<file path="src/rtl/sop_sweep_pkg.sv">
// rtl/sop_sweep_pkg.sv - shared types and defaults for the SOP equivalence sweeper
package sop_sweep_pkg;

   // Default number of function inputs; the truth-table depth is 2**NUM_VARS.
   localparam int NUM_VARS_DEF = 5;

   typedef enum logic [1:0] {
      IDLE  = 2'd0,
      SWEEP = 2'd1,
      DRAIN = 2'd2,
      DONE  = 2'd3
   } sweep_state_t;

endpackage

</file>
<file path="src/rtl/sop_equiv_sweeper_if.sv">
// rtl/sop_equiv_sweeper_if.sv - control, golden-table and function-under-test signal bundle
interface sop_equiv_sweeper_if
   import sop_sweep_pkg::*;
#(
   parameter int NUM_VARS = NUM_VARS_DEF
);
   localparam int DEPTH = 2**NUM_VARS;

   logic                start;
   logic                stop_on_fail;
   logic [DEPTH-1:0]    on_set;
   logic [DEPTH-1:0]    dc_set;
   logic [NUM_VARS-1:0] x_out;
   logic                f_in;
   logic                busy;
   logic                done;
   logic                pass;
   logic [NUM_VARS:0]   fail_count;
   logic                first_fail_vld;
   logic [NUM_VARS-1:0] first_fail_idx;

   // Requester side: launches sweeps, supplies the golden tables and the function output.
   modport master (
      output start, stop_on_fail, on_set, dc_set, f_in,
      input  x_out, busy, done, pass, fail_count, first_fail_vld, first_fail_idx
   );

   // Sweeper side.
   modport slave (
      input  start, stop_on_fail, on_set, dc_set, f_in,
      output x_out, busy, done, pass, fail_count, first_fail_vld, first_fail_idx
   );

endinterface

</file>
<file path="src/rtl/sop_sweep_cmp.sv">
// rtl/sop_sweep_cmp.sv - sample stage plus mismatch count and first-failure tracking
module sop_sweep_cmp
   import sop_sweep_pkg::*;
#(
   parameter int NUM_VARS = NUM_VARS_DEF
) (
   input  logic                clk,
   input  logic                rst,
   input  logic                clear,
   input  logic                capture,
   input  logic                evaluate,
   input  logic [NUM_VARS-1:0] idx,
   input  logic                f_in,
   input  logic                on_bit,
   input  logic                dc_bit,
   output logic                mismatch,
   output logic [NUM_VARS:0]   fail_count,
   output logic                first_fail_vld,
   output logic [NUM_VARS-1:0] first_fail_idx
);

   logic                vld_q;
   logic [NUM_VARS-1:0] idx_q;
   logic                f_q;
   logic                on_q;
   logic                dc_q;

   // Register the function output together with its golden bits so the
   // combinational f_in path is cut before the comparison.
   always_ff @(posedge clk) begin
      if (rst) begin
         vld_q <= 1'b0;
         idx_q <= '0;
         f_q   <= 1'b0;
         on_q  <= 1'b0;
         dc_q  <= 1'b0;
      end else begin
         vld_q <= capture;
         idx_q <= idx;
         f_q   <= f_in;
         on_q  <= on_bit;
         dc_q  <= dc_bit;
      end
   end

   // A staged sample left in flight after an early stop is masked by evaluate.
   assign mismatch = evaluate & vld_q & ~dc_q & (f_q ^ on_q);

   // Count every mismatch and remember where the first one happened.
   always_ff @(posedge clk) begin
      if (rst || clear) begin
         fail_count     <= '0;
         first_fail_vld <= 1'b0;
         first_fail_idx <= '0;
      end else if (mismatch) begin
         fail_count <= fail_count + 1'b1;
         if (!first_fail_vld) begin
            first_fail_vld <= 1'b1;
            first_fail_idx <= idx_q;
         end
      end
   end

endmodule

</file>
<file path="src/rtl/sop_equiv_sweeper.sv">
// rtl/sop_equiv_sweeper.sv - exhaustive minterm sweep against a golden on-set/don't-care table
module sop_equiv_sweeper
   import sop_sweep_pkg::*;
#(
   parameter int NUM_VARS = NUM_VARS_DEF
) (
   input logic               clk,
   input logic               rst,
   sop_equiv_sweeper_if.slave bus
);

   localparam int DEPTH = 2**NUM_VARS;

   sweep_state_t        state;
   sweep_state_t        state_nxt;
   logic [NUM_VARS:0]   idx;
   logic [NUM_VARS:0]   idx_inc;
   logic [NUM_VARS-1:0] x_cur;
   logic [DEPTH-1:0]    on_q;
   logic [DEPTH-1:0]    dc_q;
   logic                stop_q;
   logic                res_vld;
   logic                accept;
   logic                capture;
   logic                evaluate;
   logic                mismatch;
   logic [NUM_VARS:0]   fail_count;
   logic                first_fail_vld;
   logic [NUM_VARS-1:0] first_fail_idx;

   assign accept   = (state == IDLE) && bus.start;
   assign capture  = (state == SWEEP);
   assign evaluate = (state == SWEEP) || (state == DRAIN);

   // The extra counter bit carries out exactly when the last minterm is on x_out.
   assign idx_inc = idx + 1'b1;

   // State register.
   always_ff @(posedge clk) begin
      if (rst) state <= IDLE;
      else     state <= state_nxt;
   end

   // Next state and the minterm presented to the function.
   always_comb begin
      state_nxt = state;
      x_cur     = '0;
      case (state)
         IDLE: begin
            if (bus.start) state_nxt = SWEEP;
         end
         SWEEP: begin
            x_cur = idx[NUM_VARS-1:0];
            if (stop_q && mismatch)  state_nxt = DONE;
            else if (idx_inc[NUM_VARS]) state_nxt = DRAIN;
         end
         DRAIN: begin
            x_cur     = idx[NUM_VARS-1:0];
            state_nxt = DONE;
         end
         DONE: begin
            state_nxt = IDLE;
         end
         default: state_nxt = IDLE;
      endcase
   end

   // Minterm counter: restarts on an accepted start, holds on the last minterm for DRAIN.
   always_ff @(posedge clk) begin
      if (rst || accept) idx <= '0;
      else if (state == SWEEP && !idx_inc[NUM_VARS]) idx <= idx_inc;
   end

   // Snapshot the golden tables and the stop mode so callers may change them mid-sweep.
   always_ff @(posedge clk) begin
      if (rst) begin
         on_q   <= '0;
         dc_q   <= '0;
         stop_q <= 1'b0;
      end else if (accept) begin
         on_q   <= bus.on_set;
         dc_q   <= bus.dc_set;
         stop_q <= bus.stop_on_fail;
      end
   end

   // Result-valid flag keeps pass meaningful from done until the next start.
   always_ff @(posedge clk) begin
      if (rst || accept)      res_vld <= 1'b0;
      else if (state == DONE) res_vld <= 1'b1;
   end

   sop_sweep_cmp #(
      .NUM_VARS(NUM_VARS)
   ) u_cmp (
      .clk           (clk),
      .rst           (rst),
      .clear         (accept),
      .capture       (capture),
      .evaluate      (evaluate),
      .idx           (x_cur),
      .f_in          (bus.f_in),
      .on_bit        (on_q[x_cur]),
      .dc_bit        (dc_q[x_cur]),
      .mismatch      (mismatch),
      .fail_count    (fail_count),
      .first_fail_vld(first_fail_vld),
      .first_fail_idx(first_fail_idx)
   );

   assign bus.x_out          = x_cur;
   assign bus.busy           = (state == SWEEP) || (state == DRAIN);
   assign bus.done           = (state == DONE);
   assign bus.pass           = ((state == DONE) || res_vld) && (fail_count == '0);
   assign bus.fail_count     = fail_count;
   assign bus.first_fail_vld = first_fail_vld;
   assign bus.first_fail_idx = first_fail_idx;

endmodule
</file>
<file path="src/flat_wrapper.sv">
// flat-port wrapper written by rule: the top's interface ports become plain ports
module sop_equiv_sweeper_flat import sop_sweep_pkg::*;
#(
   parameter int NUM_VARS = NUM_VARS_DEF
)
  (clk, rst, bus_start, bus_stop_on_fail, bus_on_set, bus_dc_set, bus_f_in, bus_x_out, bus_busy, bus_done, bus_pass, bus_fail_count, bus_first_fail_vld, bus_first_fail_idx);
  sop_equiv_sweeper_if #(.NUM_VARS(NUM_VARS)) bus_i ();
  input logic clk;
  input logic rst;
  input wire logic [$bits(bus_i.start)-1:0] bus_start;
  input wire logic [$bits(bus_i.stop_on_fail)-1:0] bus_stop_on_fail;
  input wire logic [$bits(bus_i.on_set)-1:0] bus_on_set;
  input wire logic [$bits(bus_i.dc_set)-1:0] bus_dc_set;
  input wire logic [$bits(bus_i.f_in)-1:0] bus_f_in;
  output wire logic [$bits(bus_i.x_out)-1:0] bus_x_out;
  output wire logic [$bits(bus_i.busy)-1:0] bus_busy;
  output wire logic [$bits(bus_i.done)-1:0] bus_done;
  output wire logic [$bits(bus_i.pass)-1:0] bus_pass;
  output wire logic [$bits(bus_i.fail_count)-1:0] bus_fail_count;
  output wire logic [$bits(bus_i.first_fail_vld)-1:0] bus_first_fail_vld;
  output wire logic [$bits(bus_i.first_fail_idx)-1:0] bus_first_fail_idx;
  assign bus_i.start = bus_start;
  assign bus_i.stop_on_fail = bus_stop_on_fail;
  assign bus_i.on_set = bus_on_set;
  assign bus_i.dc_set = bus_dc_set;
  assign bus_i.f_in = bus_f_in;
  assign bus_x_out = bus_i.x_out;
  assign bus_busy = bus_i.busy;
  assign bus_done = bus_i.done;
  assign bus_pass = bus_i.pass;
  assign bus_fail_count = bus_i.fail_count;
  assign bus_first_fail_vld = bus_i.first_fail_vld;
  assign bus_first_fail_idx = bus_i.first_fail_idx;
  sop_equiv_sweeper #(.NUM_VARS(NUM_VARS)) u_core (.clk(clk), .rst(rst), .bus(bus_i));
endmodule
</file>
<file path="config.mk">
export PLATFORM = sky130hd
export DESIGN_NAME = sop_equiv_sweeper_flat
export DESIGN_NICKNAME = d
export VERILOG_FILES = /design/src/rtl/sop_sweep_pkg.sv /design/src/rtl/sop_equiv_sweeper_if.sv /design/src/rtl/sop_sweep_cmp.sv /design/src/rtl/sop_equiv_sweeper.sv /design/src/flat_wrapper.sv
export SDC_FILE = /design/constraint.sdc
export NUM_CORES = 1
export LEC_CHECK = 0
export ABC_AREA = 0
export ABC_CLOCK_PERIOD_IN_PS = 4700
export CORE_AREA = 2 2 109 111
export CTS_CLUSTER_DIAMETER = 200
export DETAILED_ROUTE_END_ITERATION = 7
export DIE_AREA = 0 0 111 113
export SLEW_MARGIN = 0
export SYNTH_ARGS = -nofsm -noshare
export SYNTH_HDL_FRONTEND = slang
export SYNTH_SLANG_ARGS = --single-unit
</file>
<file path="constraint.sdc">
create_clock -name clk -period 4.7 [get_ports clk]
set_input_delay 0.47 -clock clk [delete_from_list [all_inputs] [get_ports clk]]
set_output_delay 0.47 -clock clk [all_outputs]
set_load 0.02 [all_outputs]
</file>
==> impl_metrics.py <==
metrics = {
    "timing": {
        "slew_headroom_pct": 29.7,
        "hold_viol_final": 0,
        "slew_violations": 0,
        "fmax_mhz": 318,
        "grt_setup_unrepaired": "false",
        "post-route-period-util_pct": 67.0,
        "finalSetupViolCount": 0,
        "fin_tns_setup_ns": 0,
        "tightest_slew_ns": 1.05,
        "skew_ns": 0.00657,
        "min_period_ns": 3.15,
    },
    "pwr": {
        "powerDensity_mw_per_mm2": 465,
        "ir_drop_mv": 0.306,
        "leakage_nw": 1.97,
        "power_mw": 2.47,
    },
    "cells_and_area": {
        "fin_nets": 637,
        "nFillCells": 1092,
        "drive_gt1_share_pct": 6.36,
        "area_growth_pct": 28.9,
        "final_util_pct": 47.0,
        "diodes": 0,
    },
    "floorplanning": {
        "floorplan.initialDensity_pct": 36.5,
        "placeableCoreArea_mm2": 0.0113,
        "dieWidth_um": 111,
        "rows": 39,
        "die_height_um": 113,
        "die_area_mm2": 0.0125,
        "pin_count": 89,
    },
    "setup_path": {
        "cp.arrival_ns": 2.68,
        "path_buf_inv": 3,
        "crit_start": "u_core.state[0]",
        "crit_chain": "inv_1, ha_1, nand2_1, clkinv_1, clkdlybuf4s50_1",
        "critical_path.max_fanout": 18,
        "slowest_stage": "ha_1",
        "crit_path_start_kind": "flip-flop",
        "criticalPathCategory": "flip-flop to output pin",
        "cp.required_ns": 4.23,
        "critPathCaptureType": "output pin",
        "cpLargestDelayFamily": "buffers and inverters",
        "cpPeakStageDelay_ns": 0.68,
        "timing.rr.start": "u_core.state[0]",
    },
    "clock_tree": {
        "worstSkewPairLatency_ns": 0.34,
        "clockRootBuffer": "clkbuf_16",
        "cts_tree": "built",
        "cts_hold_buf": 0,
        "clockBufferDepth": 2,
        "postCtsSetupBuffers": 0,
        "cts_num_sinks": 95,
        "htreeDepth": 3,
        "cts_resized": 0,
        "cts_buffers": 9,
        "cts.reportedPaths.clkPinSlew_ns": 0.07,
    },
    "global_routing": {
        "grt_max_degree": 78,
        "grt.total_usage_pct": 16.3,
        "grt_pass1_wl_um": 16500,
        "antenna_found_initial": 0,
        "grt_pass1_vias": 3492,
        "grt_overflow": 0,
    },
    "yosys": {
        "syn_area_mm2": 0.00411,
        "syn_nets": 570,
        "synth_flop_cell": "dfxtp_1",
        "avgSynthCellArea_um2": 8.32,
        "synth_edf_count": 0,
        "yosysSeqAreaShare_pct": 46.3,
        "async_flop_share_pct": 0,
        "ys_ff_latch": 95,
        "ys_warn_count": 0,
        "syn_inst": 494,
        "synth.distinct_cells": 48,
    },
    "drt": {
        "drc": 0,
        "dr_total_vias": 3541,
        "ant_nets": 0,
        "wirelength_um": 10000,
        "wl_per_cell_um": 14.1,
        "drt_iter0_markers": 155,
        "vias_per_cell": 4.99,
        "dr.pass1.iters": 5,
    },
    "min_path": {
        "hp-class": "flip-flop to flip-flop",
        "min_from": "u_core.dc_q[10]",
    },
    "outcome": {
        "outcome": "completed",
    },
    "placed_design": {
        "gp_congestion": 0.904,
        "io_buffers": 88,
        "hpwl_um": 7180,
    },
    "job": {
        "max_cap_viol_count": 0,
    },
}
## worst paths after layout
path | endpoint | slack (ns) | depth (start not counted)
worst max-delay path | bus_x_out[1] | 1.55 | 5
worst min-delay path | u_core.dc_q[10] | 0.45 | 2
worst max register to register | u_core.u_cmp.first_fail_idx[1] | 2.10 | 6
worst min register to register | u_core.dc_q[10] | 0.45 | 2
## power by group
part           total (mW)  internal (mW)  switching [mW]
logic               0.740          0.304           0.435
registers            1.03          0.938          0.0938
clock network       0.695          0.371           0.324
total                2.47           1.61           0.854
## cell type report
cell class	instances	area [µm²]	share of cell area (%)
multi-input combinational	352	1990	37.5
tap	143	179	3.38
timing repair buffer	91	898	16.9
clock buffer	9	225	4.25
sequential	95	1900	35.9
inverter	12	45.0	0.850
clock inverter	7	62.6	1.18
## synthesized netlist by cell type (4+ instances only)
cell | count | area share (%)
o21ai_0 | 4 | 0.49
dfxtp_1 | 95 | 46
mux2i_1 | 17 | 4.1
mux4_2 | 7 | 3.8
xor2_1 | 8 | 1.7
nor2_1 | 34 | 3.1
nand2_1 | 143 | 13
a21oi_1 | 69 | 8.4
nor2b_1 | 6 | 0.91
inv_1 | 11 | 1.0
ha_1 | 7 | 2.1
buf_2 | 5 | 0.61
nand3b_1 | 4 | 0.73
nand3_1 | 5 | 0.61
clkbuf_1 | 20 | 1.8
## worst min-delay path: stages, from the launching register on
cell,delay [ns]
dfxtp_1,0.31
nand2_1,0.05
a21oi_1,0.05
## per-layer routing
| layer | global-route usage (%) | share of wire, % | routed length, µm | vias up |
|---|---|---|---|---|
| li1 | - | - | - | 1793 |
| met1 | 20.0 | 45 | 4500 | 1648 |
| met2 | 28.6 | 49 | 4910 | 87 |
| met3 | 3.00 | 4.3 | 429 | 13 |
| met4 | 6.08 | 1.7 | 170 | 0 |
| met5 | 0 | 0 | 0 | - |
## cells in the final DEF (no fill, tap or decap), types with 2 or more instances in the layout
master / netlist / final
dfxtp_1: 95 / 95
o22ai_1: 3 / 3
xor2_1: 8 / 8
nand3_1: 5 / 5
a311oi_1: 2 / 2
nand4_1: 3 / 3
mux4_2: 7 / 7
mux2i_1: 17 / 17
nor3_1: 3 / 3
clkbuf_16: 0 / 9
ha_1: 7 / 7
inv_6: 0 / 2
nand3b_1: 4 / 4
nor2b_1: 6 / 6
nand2_2: 2 / 3
a31oi_1: 2 / 2
o211ai_1: 3 / 3
inv_8: 0 / 2
nand2_1: 143 / 142
o32a_1: 2 / 2
o21ai_0: 4 / 4
a21oi_1: 69 / 69
mux2_2: 2 / 2
clkdlybuf4s50_1: 0 / 87
a221o_1: 2 / 2
inv_1: 11 / 11
clkinv_4: 0 / 2
o221ai_1: 3 / 3
and3_1: 3 / 3
nor2_1: 34 / 34
a211oi_1: 2 / 2
buf_4: 3 / 3
## sequential cells by signal, summed over array words and instances (netlist names)
name and cells:
u_core.dc_q 32, u_core.on_q 32, u_core.idx 6, u_core.u_cmp.fail_count 6, u_core.u_cmp.first_fail_idx 5, u_core.u_cmp.idx_q 5
u_core.state 2, u_core.res_vld 1, u_core.stop_q 1, u_core.u_cmp.dc_q 1, u_core.u_cmp.f_q 1, u_core.u_cmp.first_fail_vld 1
u_core.u_cmp.on_q 1, u_core.u_cmp.vld_q 1
## through the flow
step	std cells	setup slack (ns)	area (µm²)	hold WS [ns]
after floorplan	494	2.60	4110	0.430
after global placement	693	2.04	5010	0.440
after detailed placement	693	1.93	5010	0.446
after CTS	709	1.56	5300	0.455
after global routing	709	1.40	5300	0.473
final	709	1.55	5300	0.455
## cells by family after synthesis
logic type / after synthesis / synth area share, %
buffers and inverters: 47 / 5.45
muxes: 26 / 8.52
adders and majority gates: 7 / 2.13
xor gates and xnor gates: 9 / 1.92
AOI/OAI and AO/OA: 96 / 13.4
and+or+nand+nor: 214 / 22.3
DFF: 95 / 46.3
(Power assumes the default switching activity.)
